<file path="config.mk">
export PLATFORM = sky130hd
export DESIGN_NAME = ps2_io_port_flat
export DESIGN_NICKNAME = d
export VERILOG_FILES = /design/src/rtl/ps2_io_port_if.sv /design/src/rtl/ps2_io_port.sv /design/src/flat_wrapper.sv
export SDC_FILE = /design/constraint.sdc
export NUM_CORES = 1
export LEC_CHECK = 0
export CAP_MARGIN = 20
export CORE_AREA = 3 3 110 112
export CTS_CLUSTER_DIAMETER = 120
export DETAILED_ROUTE_END_ITERATION = 16
export DIE_AREA = 0 0 113 115
export DONT_BUFFER_PORTS = 1
export PLACE_DENSITY = 0.7
export SYNTH_ARGS = -nofsm -noshare
export SYNTH_HDL_FRONTEND = slang
export SYNTH_SLANG_ARGS = --single-unit
</file>
<file path="constraint.sdc">
create_clock -name clock -period 3.5 [get_ports clock]
set_input_delay 0.35 -clock clock [delete_from_list [all_inputs] [get_ports clock]]
set_output_delay 0.35 -clock clock [all_outputs]
set_load 0.05 [all_outputs]
</file>
<file path="src/rtl/ps2_io_port_if.sv">
// Datapath I/O bus seen by memory-mapped devices.
// master = datapath side, slave = device side.
interface ps2_io_port_if;
  logic [15:0] raddr;
  logic        rread;
  logic [15:0] rdata;
  logic        rsel;
  logic [15:0] waddr;
  logic [15:0] wdata;
  logic        wenable;
  logic        irq;

  modport master (
    output raddr, rread, waddr, wdata, wenable,
    input  rdata, rsel, irq
  );

  modport slave (
    input  raddr, rread, waddr, wdata, wenable,
    output rdata, rsel, irq
  );
endinterface

</file>
<file path="src/rtl/ps2_io_port.sv">
// PS/2 keyboard receiver with scancode FIFO,
// mapped onto the datapath I/O bus.
module ps2_io_port #(
  parameter logic [15:0] BASE_ADDR  = 16'hFF10,
  parameter int          FIFO_DEPTH = 8,
  parameter int          TIMEOUT    = 50000
) (
  input  logic          clock,
  input  logic          reset,
  input  logic          ps2_clk,
  input  logic          ps2_dat,
  ps2_io_port_if.slave  bus
);
  localparam int PW = (FIFO_DEPTH > 1) ? $clog2(FIFO_DEPTH) : 1;
  localparam int TW = $clog2(TIMEOUT + 1);
  localparam logic [15:0] STAT_ADDR = BASE_ADDR + 16'd1;
  localparam logic [3:0]  DEPTH4    = 4'(FIFO_DEPTH);

  typedef enum logic [1:0] {
    S_IDLE, S_DATA, S_PARITY, S_STOP
  } state_t;

  logic          r_clk_s1, r_clk_s2, r_clk_prev;
  logic          r_dat_s1, r_dat_s2;
  state_t        r_state;
  logic [2:0]    r_bitcnt;
  logic [7:0]    r_shift;
  logic          r_par;
  logic [TW-1:0] r_to;
  logic [7:0]    r_mem [FIFO_DEPTH];
  logic [PW-1:0] r_wp, r_rp;
  logic [3:0]    r_count;
  logic          r_ovf, r_ferr;

  logic w_fe, w_dat, w_tout, w_stop_fe;
  logic w_frame_ok, w_frame_bad;
  logic w_stat_wr, w_flush, w_empty, w_full;
  logic w_pop, w_push, w_ovf;
  logic w_unused;

  assign w_fe      = r_clk_prev & ~r_clk_s2;
  assign w_dat     = r_dat_s2;
  assign w_tout    = (r_to == TW'(TIMEOUT)) && !w_fe
                     && (r_state != S_IDLE);
  assign w_stop_fe = (r_state == S_STOP) && w_fe;

  // odd parity: data bits plus parity bit must XOR to 1
  assign w_frame_ok  = w_stop_fe && w_dat && (^r_shift ^ r_par);
  assign w_frame_bad = (w_stop_fe && !w_frame_ok) || w_tout;

  assign w_stat_wr = bus.wenable && (bus.waddr == STAT_ADDR);
  assign w_flush   = w_stat_wr && bus.wdata[15];
  assign w_empty   = (r_count == 4'd0);
  assign w_full    = (r_count == DEPTH4);
  assign w_pop     = bus.rread && (bus.raddr == BASE_ADDR) && !w_empty;
  assign w_push    = w_frame_ok && !w_flush && (!w_full || w_pop);
  assign w_ovf     = w_frame_ok && !w_flush && w_full && !w_pop;
  assign w_unused  = ^{bus.wdata[14:4], bus.wdata[1:0]};

  always_ff @(posedge clock) begin
    if (!reset) begin
      r_clk_s1   <= 1'b1;
      r_clk_s2   <= 1'b1;
      r_clk_prev <= 1'b1;
      r_dat_s1   <= 1'b1;
      r_dat_s2   <= 1'b1;
      r_state    <= S_IDLE;
      r_bitcnt   <= '0;
      r_shift    <= '0;
      r_par      <= 1'b0;
      r_to       <= '0;
      r_wp       <= '0;
      r_rp       <= '0;
      r_count    <= '0;
      r_ovf      <= 1'b0;
      r_ferr     <= 1'b0;
    end else begin
      r_clk_s1   <= ps2_clk;
      r_clk_s2   <= r_clk_s1;
      r_clk_prev <= r_clk_s2;
      r_dat_s1   <= ps2_dat;
      r_dat_s2   <= r_dat_s1;

      if (w_fe || r_state == S_IDLE) r_to <= '0;
      else                           r_to <= r_to + 1'b1;

      if (w_tout) begin
        r_state  <= S_IDLE;
        r_bitcnt <= '0;
      end else if (w_fe) begin
        unique case (r_state)
          S_IDLE: if (!w_dat) begin
            r_state  <= S_DATA;
            r_bitcnt <= '0;
          end
          S_DATA: begin
            r_shift  <= {w_dat, r_shift[7:1]};
            r_bitcnt <= r_bitcnt + 1'b1;
            if (r_bitcnt == 3'd7) r_state <= S_PARITY;
          end
          S_PARITY: begin
            r_par   <= w_dat;
            r_state <= S_STOP;
          end
          S_STOP:  r_state <= S_IDLE;
          default: r_state <= S_IDLE;
        endcase
      end

      // a new error event beats a same-cycle clear
      if (w_ovf)                             r_ovf <= 1'b1;
      else if (w_stat_wr && bus.wdata[2])    r_ovf <= 1'b0;
      if (w_frame_bad)                       r_ferr <= 1'b1;
      else if (w_stat_wr && bus.wdata[3])    r_ferr <= 1'b0;

      if (w_flush) begin
        r_wp    <= '0;
        r_rp    <= '0;
        r_count <= '0;
      end else begin
        if (w_push) r_wp <= r_wp + 1'b1;
        if (w_pop)  r_rp <= r_rp + 1'b1;
        r_count <= r_count + 4'(w_push) - 4'(w_pop);
      end
    end
  end

  always_ff @(posedge clock) begin
    if (w_push) r_mem[r_wp] <= r_shift;
  end

  always_comb begin
    bus.rdata = '0;
    bus.rsel  = 1'b0;
    unique case (1'b1)
      (bus.raddr == BASE_ADDR): begin
        bus.rsel = 1'b1;
        if (!w_empty) bus.rdata = {8'h00, r_mem[r_rp]};
      end
      (bus.raddr == STAT_ADDR): begin
        bus.rsel  = 1'b1;
        bus.rdata = {8'h00, r_count, r_ferr, r_ovf,
                     w_full, !w_empty};
      end
      default: ;
    endcase
  end

  assign bus.irq = !w_empty;
endmodule

</file>
<file path="src/flat_wrapper.sv">
// flat-port wrapper written by rule: the top's interface ports become plain ports
module ps2_io_port_flat 
#(
  parameter logic [15:0] BASE_ADDR  = 16'hFF10,
  parameter int          FIFO_DEPTH = 8,
  parameter int          TIMEOUT    = 50000
)
  (clock, reset, ps2_clk, ps2_dat, bus_raddr, bus_rread, bus_waddr, bus_wdata, bus_wenable, bus_rdata, bus_rsel, bus_irq);
  ps2_io_port_if bus_i ();
  input  logic clock;
  input  logic reset;
  input  logic ps2_clk;
  input  logic ps2_dat;
  input wire logic [$bits(bus_i.raddr)-1:0] bus_raddr;
  input wire logic [$bits(bus_i.rread)-1:0] bus_rread;
  input wire logic [$bits(bus_i.waddr)-1:0] bus_waddr;
  input wire logic [$bits(bus_i.wdata)-1:0] bus_wdata;
  input wire logic [$bits(bus_i.wenable)-1:0] bus_wenable;
  output wire logic [$bits(bus_i.rdata)-1:0] bus_rdata;
  output wire logic [$bits(bus_i.rsel)-1:0] bus_rsel;
  output wire logic [$bits(bus_i.irq)-1:0] bus_irq;
  assign bus_i.raddr = bus_raddr;
  assign bus_i.rread = bus_rread;
  assign bus_i.waddr = bus_waddr;
  assign bus_i.wdata = bus_wdata;
  assign bus_i.wenable = bus_wenable;
  assign bus_rdata = bus_i.rdata;
  assign bus_rsel = bus_i.rsel;
  assign bus_irq = bus_i.irq;
  ps2_io_port #(.BASE_ADDR(BASE_ADDR), .FIFO_DEPTH(FIFO_DEPTH), .TIMEOUT(TIMEOUT)) u_core (.clock(clock), .reset(reset), .ps2_clk(ps2_clk), .ps2_dat(ps2_dat), .bus(bus_i));
endmodule
</file>
==> results of run 1 <==
## registers in the layout, indices dropped and copies added, names as in the netlist, named ones only
register and count:
u_core.r_bitcnt 3, u_core.r_clk_prev 1, u_core.r_clk_s1 1, u_core.r_clk_s2 1, u_core.r_count 4, u_core.r_dat_s1 1
u_core.r_dat_s2 1, u_core.r_ferr 1, u_core.r_mem 64, u_core.r_ovf 1, u_core.r_par 1, u_core.r_rp 3
u_core.r_shift 8, u_core.r_state 2, u_core.r_to 16, u_core.r_wp 3
## logic make-up after synthesis
logic type      Yosys count  share of synthesized area, %
other cells               1                        0.0752
mux                      32                          10.4
compound gates           28                          3.89
simple gates            130                          14.0
buf+inv                  39                          3.61
fa+ha+maj                16                          4.17
flops                   114                          58.6
xor+xnor                 27                          5.20
## power breakdown
group	leakage [nW]	total [mW]	internal [mW]	switching, mW
Sequential	0.996	1.40	1.40	0.00134
Clock	0.266	1.59	0.978	0.613
Combinational	0.862	0.0366	0.00772	0.0289
Total	2.12	3.03	2.39	0.643
## metrics by stage
step / setup WS, ps / cell area (um2) / cells
6_report: 696 / 5780 / 567
5_1_grt: 511 / 5780 / 567
4_1_cts: 629 / 5780 / 567
3_5_place_dp: 729 / 5220 / 535
3_3_place_gp: 783 / 5220 / 535
2_1_floorplan: 632 / 5010 / 394
## metal layers
metal / track usage (%) / share of wire (%) / vias up
met1: 16.9 / 42 / 1449
met3: 3.74 / 4.3 / 12
met5: 0 / 0 / -
met2: 25.2 / 52 / 68
li1: - / - / 1430
met4: 6.25 / 1.4 / 0
## synthesized netlist by cell type, drive strengths merged
cell type	instances
a41o	1
a211oi	4
mux2i	16
nand4	5
conb	1
ha	15
dfxtp	50
edfxtp	64
and3	8
nand4b	2
nor4bb	2
a31oi	1
and4	2
and4b	1
o211ai	1
nor2	46
o2bb2ai	1
or3	1
nor3b	4
a21boi	1
a31o	1
a21o	2
inv	18
xnor2	14
nor3	5
o21ai	8
xor2	12
nor2b	4
a32oi	2
clkbuf	8
nand2	25
a21oi	6
nand3	10
nor4	2
nor4b	3
nand2b	6
fa	1
xnor3	1
and2b	1
and2	2
or4	1
mux4	16
buf	13
## final timing paths
path | to | cells past startpoint | start | slack, ps
worst max-delay path | u_core.r_mem[2][1] | 6 | u_core.r_shift[2] | 700
worst min register to register | u_core.r_dat_s2 | 1 | u_core.r_dat_s1 | 400
worst min-delay path | u_core.r_dat_s2 | 1 | reset | 20
worst max register to register | u_core.r_mem[2][1] | 6 | u_core.r_shift[2] | 700
## layout make-up
cell class | instances | area (um2) | area share, %
clock buffer | 17 | 425 | 7.36
clock inverter | 15 | 136 | 2.36
inverter | 18 | 67.6 | 1.17
multi-input combinational | 241 | 1910 | 33.0
sequential | 114 | 2920 | 50.6
tap | 143 | 179 | 3.09
timing repair buffer | 19 | 143 | 2.47
==> flow_metrics.env, run 1 <==
export IMPL_cap_viol_max_count=0
export IMPL_fillerInstances=935
export IMPL_rows=39
export IMPL_timing_final_crit_period_ps=2800
export IMPL_start_kind="register"
export IMPL_grt_max_degree=17
export IMPL_routed_via_density=5.22
export IMPL_hold_viol_final=0
export IMPL_grt_pass1_wl_um=14500
export IMPL_die_h_um=115
export IMPL_cp_slowest_cell="dfxtp_1"
export IMPL_mostFrequentLayoutCells="edfxtp_1, dfxtp_1, nor2_1"
export IMPL_synth_distinct_cells=52
export IMPL_slew_violations=0
export IMPL_dieArea_um2=13000
export IMPL_synthTopCellsByArea="edfxtp_1, dfxtp_1, mux4_2"
export IMPL_wl_per_cell_um=15.6
export IMPL_vias=2959
export IMPL_status="complete, no violations"
export IMPL_cts_clk_slew_worst_paths_ps=50
export IMPL_clockBufferDepth=2
export IMPL_cts_resized=0
export IMPL_worst_path_buf_inv=0
export IMPL_total_power_mw=3.03
export IMPL_antenna_found_initial=0
export IMPL_synth_seq_area_share_pct=58.6
export IMPL_drc_errors=0
export IMPL_max_slew_worst_pin_slew_ps=759
export IMPL_ys_ff_latch=114
export IMPL_netlist_area_um2=4980
export IMPL_avgSynthCellArea_um2=12.9
export IMPL_fmax_ghz=0.357
export IMPL_cp_end_kind="register"
export IMPL_p_per_area_nw_per_um2=524
export IMPL_finalSetupTns_ps=0
export IMPL_cts_setup_buffers=0
export IMPL_clock_skew_ps=12.0
export IMPL_yosys_warnings=0
export IMPL_hpwl_um=6190
export IMPL_first_pass_iters=6
export IMPL_cp_top_family="XOR/XNOR gates"
export IMPL_grt_usage_pct=14.4
export IMPL_drt_iter0_drc=125
export IMPL_yosys_area_top_type_share_pct=38.6
export IMPL_ctsHtreeMaxLevel=4
export IMPL_peakVddDrop_v=0.000517
export IMPL_antenna_left=0
export IMPL_crit_path_max_fanout=11
export IMPL_slowest_delay_ps=540
export IMPL_final_nets=481
export IMPL_core_area_um2=11300
export IMPL_gp_congestion=0.779
export IMPL_drive_above_1_share_pct=18.4
export IMPL_holdWs_ps=20.6
export IMPL_final_common_cell="edfxtp_1"
export IMPL_cts_tree="done"
export IMPL_leakage_nw=2.12
export IMPL_setup_viol_count_final=0
export IMPL_holdBufCountCts=0
export IMPL_cts_buffers=17
export IMPL_fin_util_pct=51.1
export IMPL_cts_root_buf="clkbuf_16"
export IMPL_n_antenna_cell=0
export IMPL_start_util_pct=44.0
export IMPL_grt_overflow_total=0
export IMPL_cts_sinks=114
export IMPL_postSynthCellCount=387
export IMPL_post_route_period_util_pct=80.1
export IMPL_areaGrowthSynthToFinish_pct=16.0
export IMPL_io_buffers=0
export IMPL_grt_pass1_vias=3026
export IMPL_path_class="reg2reg"
export IMPL_worstPathRequired_ps=3550
export IMPL_fp_dieW_um=113
export IMPL_arrival_ps=2860
export IMPL_boundaryPins=72
export IMPL_synth_top_cell_by_area="edfxtp_1"
export IMPL_hold_class="in2reg"
export IMPL_totalWireLength_um=8820
export IMPL_rsz0062_at_grt="no"
export IMPL_clock_latency_ps=410
export IMPL_max_slew_margin_pct=49.3
export IMPL_path_cells="xor2_1 -> xnor3_2 -> xnor2_2 -> a211oi_4 -> and2b_1 -> and3_1"
Note: power is estimated with default switching activity, not from simulation.
==> run 2, diff against run 1 <==
Clock period 3.5 ns to 2.9 ns, I/O delays scaled along.
==> run 2 against run 1 <==
  * Non-clock buffer count rose by 11
  * Utilization rose by 1.3 points
  * Register-to-register slack got worse by 410 ps
  * Global-route usage rose by 0.53 points
  * Clock skew fell by 3.5 ps
  * Die area did not move
  * Combinational power rose by 33%
  * Fmax rose by 7.4%
  * Critical path depth rose by 2
  * Sequential power rose by 21%
  * Cell count rose by 1.9%
==> flow_metrics.env, run 2 (synthesized netlist as in run 1, its figures left out) <==
export IMPL_status="complete, no violations"
export IMPL_clock_skew_ps=8.56
export IMPL_cts_setup_buffers=0
export IMPL_timing_final_crit_period_ps=2610
export IMPL_start_kind="register"
export IMPL_slew_violations=0
export IMPL_worstRegToRegCells=8
export IMPL_grt_pass1_wl_um=14900
export IMPL_worstPathRequired_ps=3010
export IMPL_fp_dieW_um=113
export IMPL_cts_tree="done"
export IMPL_rsz0062_at_grt="no"
export IMPL_arrival_ps=2720
export IMPL_fin_util_pct=52.4
export IMPL_dp_slack_ps=308
export IMPL_final_common_cell="edfxtp_1"
export IMPL_max_slew_worst_pin_slew_ps=694
export IMPL_start_util_pct=44.0
export IMPL_wl_per_cell_um=16.0
export IMPL_ctsHtreeMaxLevel=4
export IMPL_max_slew_margin_pct=53.6
export IMPL_cts_resized=0
export IMPL_worstHoldPathCells=1
export IMPL_antenna_left=0
export IMPL_crit_path_max_fanout=11
export IMPL_cp_end_kind="register"
export IMPL_mostFrequentLayoutCells="edfxtp_1, dfxtp_1, nor2_1"
export IMPL_post_route_period_util_pct=90.1
export IMPL_drt_iter0_drc=114
export IMPL_hpwl_um=6480
export IMPL_io_buffers=0
export IMPL_gp_congestion=0.759
export IMPL_cap_viol_max_count=0
export IMPL_cts_sinks=114
export IMPL_cts_root_buf="clkbuf_16"
export IMPL_vias=2937
export IMPL_dieArea_um2=13000
export IMPL_peakVddDrop_v=0.000516
export IMPL_cts_clk_slew_worst_paths_ps=50
export IMPL_first_pass_iters=4
export IMPL_n_antenna_cell=0
export IMPL_grt_pass1_vias=3068
export IMPL_routed_via_density=5.08
export IMPL_final_nets=492
export IMPL_path_class="reg2reg"
export IMPL_drc_errors=0
export IMPL_p_per_area_nw_per_um2=656
export IMPL_top_register="u_core.r_mem"
export IMPL_holdBufCountCts=3
export IMPL_areaGrowthSynthToFinish_pct=19.0
export IMPL_grt_overflow_total=0
export IMPL_boundaryPins=72
export IMPL_fillerInstances=919
export IMPL_clock_latency_ps=410
export IMPL_cts_buffers=17
export IMPL_core_area_um2=11300
export IMPL_hold_viol_final=0
export IMPL_die_h_um=115
export IMPL_drive_above_1_share_pct=19.8
export IMPL_clockBufferDepth=2
export IMPL_leakage_nw=2.22
export IMPL_fmax_ghz=0.383
export IMPL_grt_usage_pct=15.0
export IMPL_largest_reg_flops=64
export IMPL_hold_class="in2reg"
export IMPL_dp_cells=543
export IMPL_finalSetupTns_ps=0
export IMPL_totalWireLength_um=9230
export IMPL_grt_max_degree=17
export IMPL_rows=39
export IMPL_antenna_found_initial=0
export IMPL_fin_cells=578
export IMPL_top_regs="u_core.r_mem (64), u_core.r_to (16), u_core.r_shift (8)"
export IMPL_setup_slack_ps=288
export IMPL_setup_viol_count_final=0
==> run 2: changes by cell type in the layout (fill, tap and decap cells not counted), sizes merged <==
cell,change
buf,+8
inv,+6
clkinv,-4
clkinvlp,-4
dlygate4sd3,+3
bufinv,+2
==> run 2: per-stage QoR <==
step | power (mW) | hold WS (ps) | cell area, um2
detailed placement | 1.77 | 370 | 5280
finish | 3.89 | 53.8 | 5930
global route | 4.01 | 33.4 | 5930
floorplan | 1.78 | 363 | 5010
global placement | 1.77 | 366 | 5280
CTS | 3.92 | 42.6 | 5930
==> run 2: where the power goes <==
group | total [mW] | switching (mW) | internal, mW | leakage, nW
registers | 1.69 | 0.00160 | 1.69 | 0.996
logic | 0.0485 | 0.0365 | 0.0120 | 0.917
clock network | 2.15 | 0.771 | 1.38 | 0.307
==> run 2: final cells by class <==
class / instances / area, um2 / area share, %
timing repair buffer: 30 / 233 / 3.92
tap: 143 / 179 / 3.02
sequential: 114 / 2920 / 49.3
inverter: 18 / 67.6 / 1.14
clock inverter: 15 / 196 / 3.31
clock buffer: 17 / 425 / 7.17
multi-input combinational: 241 / 1910 / 32.2
==> run 2: metal layers <==
metal  routed length (um)  GRT usage (%)
met1                 3730           16.8
met2                 4940           27.2
met3                  508           4.89
met4                   48           4.33
met5                    0              0
==> run 2: critical path, stage by stage, from the launching register on <==
cell      delay [ps]
dfxtp_1          540
xnor2_1          190
xnor3_2          400
xnor2_2          180
a211oi_4         280
buf_4            190
nand2_1          120
nor3b_1          210
buf_4            200
==> run 2: final timing paths <==
check                    start                  to  slack [ps]
min reg2reg    u_core.r_dat_s1     u_core.r_dat_s2         410
max reg2reg  u_core.r_shift[5]  u_core.r_mem[3][4]         290
max          u_core.r_shift[5]  u_core.r_mem[3][4]         290
min                      reset      u_core.r_to[1]          50
==> run 3, diff against run 2 <==
Settings changed: HOLD_SLACK_MARGIN set to 0.12, SLEW_MARGIN set to 0.
==> run 3 against run 2 <==
  * Sequential share of layout area down 0.083 points
  * Register-to-register slack hardly changed
  * Cell count rose by 0.17%
  * Clock skew about the same
  * Critical endpoint unchanged
  * Utilization increased by 0.088 points
  * Worst hold slack improved by 70 ps
  * Combinational power grew 2%
  * Critical path depth is the same
  * Sequential power barely moved
  * Critical path type unchanged
  * Global-route usage is the same
  * Via count barely moved
  * Flip-flop and latch count did not move
==> flow_metrics.env, run 3 (synthesized netlist as in run 1, its figures left out) <==
export IMPL_antenna_found_initial=0
export IMPL_p_switching_uw=813
export IMPL_fp_dieW_um=113
export IMPL_vias=2936
export IMPL_hold_viol_final=0
export IMPL_totalWireLength_um=9230
export IMPL_fmax_ghz=0.383
export IMPL_crit_path_max_fanout=11
export IMPL_path_cells="xnor2_1 -> xnor3_2 -> xnor2_2 -> a211oi_4 -> buf_4 -> nand2_1 -> nor3b_1 -> buf_4"
export IMPL_timing_rr_end="u_core.r_mem[3][4]"
export IMPL_cp_top_family="XOR/XNOR gates"
export IMPL_top_register="u_core.r_mem"
export IMPL_mostFrequentLayoutCells="edfxtp_1, dfxtp_1, nor2_1"
export IMPL_drt_iter0_drc=123
export IMPL_start_kind="register"
export IMPL_cap_viol_max_count=0
export IMPL_register_area_um2=2920
export IMPL_worst_path_buf_inv=2
export IMPL_timing_final_crit_period_ps=2610
export IMPL_cts_tree="done"
export IMPL_cts_buffers=17
export IMPL_grt_pass1_vias=3072
export IMPL_finalSetupTns_ps=0
export IMPL_dieArea_um2=13000
export IMPL_pwr_share_clk_pct=55.3
export IMPL_fillerInstances=920
export IMPL_cpMostUsedCell="buf_4"
export IMPL_cp_end_kind="register"
export IMPL_core_area_um2=11300
export IMPL_rows=39
export IMPL_rsz0062_at_grt="no"
export IMPL_cts_root_buf="clkbuf_16"
export IMPL_slowest_delay_ps=540
export IMPL_p_int_mw=3.08
export IMPL_slew_violations=0
export IMPL_swShare_pct=20.9
export IMPL_antenna_left=0
export IMPL_r2r_slack_ps=290
export IMPL_die_h_um=115
export IMPL_grt_overflow_total=0
export IMPL_grt_max_degree=17
export IMPL_fin_area_um2=5940
export IMPL_gp_congestion=0.759
export IMPL_max_slew_worst_pin_slew_ps=694
export IMPL_hold_class="in2reg"
export IMPL_grt_usage_pct=15.0
export IMPL_clock_latency_ps=410
export IMPL_cts_clk_slew_worst_paths_ps=50
export IMPL_first_pass_iters=4
export IMPL_p_comb_share_pct=1.3
export IMPL_worstPathRequired_ps=3010
export IMPL_boundaryPins=72
export IMPL_final_common_cell="edfxtp_1"
export IMPL_holdWs_ps=124
export IMPL_multi_input_area_um2=1910
export IMPL_cp_slowest_cell="dfxtp_1"
export IMPL_cts_setup_buffers=0
export IMPL_routed_via_density=5.07
export IMPL_peakVddDrop_v=0.000516
export IMPL_wl_per_cell_um=15.9
export IMPL_start_util_pct=44.0
export IMPL_io_buffers=0
export IMPL_drive_above_1_share_pct=19.7
export IMPL_top_regs="u_core.r_mem (64), u_core.r_to (16), u_core.r_shift (8)"
export IMPL_areaGrowthSynthToFinish_pct=19.2
export IMPL_n_antenna_cell=0
export IMPL_final_nets=493
export IMPL_post_route_period_util_pct=90.0
export IMPL_holdPathEnd="u_core.r_ferr"
export IMPL_clock_skew_ps=8.21
export IMPL_clockBufferDepth=2
export IMPL_leakage_nw=2.22
export IMPL_hpwl_um=6480
export IMPL_path_class="reg2reg"
export IMPL_largest_reg_flops=64
export IMPL_reg2reg_from="u_core.r_shift[5]"
export IMPL_worst_path_stages=8
export IMPL_setup_viol_count_final=0
export IMPL_status="complete, no violations"
export IMPL_worstRegToRegCells=8
export IMPL_drc_errors=0
export IMPL_ctsHtreeMaxLevel=4
export IMPL_arrival_ps=2720
export IMPL_placed_area_um2=5280
export IMPL_worstHoldPathCells=3
export IMPL_pwr_share_seq_pct=43.5
export IMPL_grt_pass1_wl_um=14900
export IMPL_hold_start="bus_wdata[3]"
export IMPL_p_per_area_nw_per_um2=656
export IMPL_cts_sinks=114
export IMPL_max_slew_margin_pct=53.6
## run 3: cell count changes in the layout (fill, tap and decap cells not counted)
cell	before	now
dlygate4sd3_1	3	4
## run 3: power by group through the flow
stage	clock network (mW)	logic, mW	registers, mW
after floorplan	0	0.0494	1.73
after global placement	0	0.0439	1.73
after detailed placement	0	0.0444	1.73
after CTS	2.18	0.0496	1.69
after global routing	2.27	0.0532	1.69
final	2.15	0.0496	1.69
## run 3: timing repair
item / in CTS / in global routing
gates resized for setup: 0 / 0
endpoints found under the setup margin: 0 / 0
hold endpoints to repair: 7 / 0
hold buffers: 4 / 0
## run 3: worst min-delay path, cell delays in order
cell and delay, ps:
nand2_1 40, nand2_1 70, a31oi_1 70
## run 3: worst max-delay path by stage
stage | startpoint | end | slack, ps
4_1_cts | u_core.r_shift[5] | u_core.r_mem[1][6] | 260
3_3_place_gp | u_core.r_shift[5] | u_core.r_mem[3][3] | 340
6_report | u_core.r_shift[5] | u_core.r_mem[3][4] | 290
5_1_grt | u_core.r_shift[5] | u_core.r_mem[5][5] | 120
2_1_floorplan | u_core.r_count[2] | u_core.r_mem[3][0] | 30
3_5_place_dp | u_core.r_shift[5] | u_core.r_mem[3][3] | 310
## run 3: final cells by class
type / instances / area share [%]
clock buffer: 17 / 7.16
tap: 143 / 3.01
inverter: 18 / 1.14
multi-input combinational: 241 / 32.1
sequential: 114 / 49.2
timing repair buffer: 31 / 4.09
clock inverter: 15 / 3.31
## run 3: metal layers
| layer | part of all wire, % | vias to the layer above | track usage, % | wire, um |
|---|---|---|---|---|
| li1 | - | 1457 | - | - |
| met3 | 5.1 | 6 | 4.89 | 474 |
| met4 | 0.62 | 0 | 4.33 | 57 |
| met5 | 0 | - | 0 | 0 |
| met2 | 53 | 64 | 27.2 | 4930 |
| met1 | 41 | 1409 | 16.8 | 3770 |
## run 3: per-stage QoR
stage | setup WS (ps) | std cells | total power [mW] | util (%)
finish | 290 | 579 | 3.90 | 52.5
global route | 118 | 579 | 4.01 | 52.5
CTS | 260 | 579 | 3.92 | 52.5
detailed placement | 308 | 543 | 1.77 | 46.6
global placement | 336 | 543 | 1.77 | 46.6
floorplan | 31.7 | 394 | 1.78 | -
==> RTL edit (settings of run 3) <==
Encoding of `state_t`: now one-hot (4 bits for 4 states).
--- a/src/rtl/ps2_io_port.sv
+++ b/src/rtl/ps2_io_port.sv
@@ -17,6 +17,6 @@
   localparam logic [3:0]  DEPTH4    = 4'(FIFO_DEPTH);
 
-  typedef enum logic [1:0] {
-    S_IDLE, S_DATA, S_PARITY, S_STOP
+  typedef enum logic [3:0] {
+    S_IDLE = 4'b0001, S_DATA = 4'b0010, S_PARITY = 4'b0100, S_STOP = 4'b1000
   } state_t;
 
Check against the original RTL: same outputs for any inputs over 10 cycles, from zero or initial values and one cycle with reset low; not proved beyond that.
==> RTL edit against run 3 <==
Sequential cell count increased by 2; non-clock buffer count is 1 lower; clock skew up 0.0013 ns; global-route usage up 1.6 points; worst setup slack got worse by 0.081 ns; highest routed layer unchanged; critical endpoint is now u_core.r_count[2]; core utilization grew 0.74 points; routed wire length is 8.8% higher; critical path type unchanged; final area up 1.4%; synthesized area increased by 3.2%; power down 6.9%.
==> RTL edit: results (changes against run 3) <==
| Metric | Value |
|---|---|
| Outcome | `complete, no violations` |
| Worst Path Max Fanout | `9 (-2)` |
| Placed wire-length estimate | `6720 µm (+3.8%)` |
| Maximum number of pins on one net before global-route repair | `19 (+2)` |
| Number of vias per cell after detailed routing | `5.38 (+6.2%)` |
| Wire length of the first global-routing pass | `16400 µm (+10%)` |
| Worst flop-to-flop path startpoint | `u_core.r_count[2]` |
| Nets | `517 (+4.9%)` |
| Area of placed instances | `5450 µm² (+3.2%)` |
| Count of filler cells inserted in the layout | `947 (+2.9%)` |
| Top cell types by occurrence after synthesis | `sky130_fd_sc_hd__edfxtp_1, sky130_fd_sc_hd__dfxtp_1, sky130_fd_sc_hd__nand2_1` |
| Top cells by area, synth | `sky130_fd_sc_hd__edfxtp_1, sky130_fd_sc_hd__dfxtp_1, sky130_fd_sc_hd__mux4_2, sky130_fd_sc_hd__ha_1, sky130_fd_sc_hd__nand2_1` |
| Via count of the first global-routing pass | `3362 (+9.4%)` |
| Worst slack at placement | `0.0418 ns (-0.266 ns)` |
| Worst reg-to-reg path cell count | `12 (+4)` |
| Highest ir drop seen on vdd | `469 µV (-9.0%)` |
| Overall Global Routing Usage | `0.166 (+0.0162)` |
| DR WL/cell | `16.6 µm (+3.9%)` |
| Num CTS Buffers | `17 (unchanged)` |
| Critical path's top delay family | `simple AND/OR/NAND/NOR gates` |
| Register-to-Register Setup Slack | `0.21 ns (-0.08 ns)` |
| Capture instance of the worst register-to-register path | `u_core.r_count[2]` |
| Ratio of final minimum period to clock period | `0.928 (+0.0281)` |
| Standard cell with the maximum stage delay on the critical path | `sky130_fd_sc_hd__fa_1` |
| Worst slew pin tran | `0.887 ns (+0.193 ns)` |
| Routability Congestion | `0.825 (+8.7%)` |
| Arrival time worst endpoint | `2.98 ns (+0.26 ns)` |
| Delay contributed by the slowest stage of the critical path | `0.39 ns (-0.15 ns)` |
| Cell variety after synth | `57 (+9.6%)` |
| Largest clock skew in the final design | `0.00950 ns (+0.00129 ns)` |
| Leakage power of the design | `0.00211 µW (-5.0%)` |
| Ratio of cells with drive above 1 in the final layout | `0.190 (-0.00718)` |
| Seq/Total Area, Yosys | `0.576 (-0.0105)` |
[RTL edit: cell count changes after synthesis, sizes merged, moves of 4 or more]
| cell | run 3 | this run |
|---|---|---|
| a21boi | 1 | 10 |
| and4 | 2 | 6 |
| mux2i | 16 | 12 |
| nand2 | 25 | 39 |
| nor2 | 46 | 36 |
| nor4b | 3 | 8 |
| o21ai | 8 | 3 |
| o22ai | 0 | 7 |
[RTL edit: cell families after synthesis]
kind of cell,after synthesis,share of synthesized area
simple gates,151,0.161
compound gates,41,0.0567
fa+ha+maj,13,0.0331
other cells,1,0.000729
buf+inv,39,0.0345
flops,116,0.576
xor+xnor,24,0.0450
mux,28,0.0934
[RTL edit: area by class of cell]
| class | count | share of cell area |
|---|---|---|
| Clock buffer | 17 | 0.0706 |
| Clock inverter | 15 | 0.0179 |
| Inverter | 20 | 0.0125 |
| Multi-Input combinational cell | 265 | 0.339 |
| Sequential cell | 116 | 0.492 |
| Tap cell | 143 | 0.0297 |
| Timing Repair Buffer | 30 | 0.0390 |
[RTL edit: per-layer routing]
metal | routed length [µm] | track usage | up-vias
met5 | 0 | 0 | -
met1 | 4210 | 0.190 | 1600
met3 | 417 | 0.0542 | 20
met2 | 5170 | 0.286 | 69
li1 | - | - | 1573
met4 | 235 | 0.0705 | 0
[RTL edit: power by group through the flow]
stage | registers [µW] | clock network, µW | logic [µW]
finish | 1720 | 1850 | 56.6
global route | 1720 | 1960 | 61.3
CTS | 1720 | 1880 | 56.4
detailed placement | 1760 | 0 | 48.6
global placement | 1760 | 0 | 47.7
floorplan | 1760 | 0 | 55.4
[RTL edit: what timing repair did]
action | in CTS | in global routing
hold buffers | 4 | 0
endpoints found under the hold margin | 18 | 0
endpoints found under the setup margin | 0 | 3
gates resized for setup | 0 | 1
[RTL edit: stage by stage]
step,utilization,hold WS (ns),TNS [ns],total power [µW],cells
floorplan,-,0.386,-0.383,1810,420
global placement,0.481,0.367,0,1810,570
detailed placement,0.481,0.371,0,1810,570
CTS,0.532,0.138,0,3660,606
global route,0.532,0.158,0,3750,606
finish,0.532,0.153,0,3630,606
[RTL edit: worst min-delay path by stage]
stage | start | slack (ns) | to
floorplan | u_core.r_clk_s1 | 0.39 | u_core.r_clk_s2
CTS | bus_raddr[0] | 0.14 | u_core.r_rp[2]
global placement | reset | 0.37 | u_core.r_dat_s2
detailed placement | reset | 0.37 | u_core.r_clk_s1
finish | bus_raddr[0] | 0.15 | flop
global route | bus_raddr[0] | 0.16 | flop
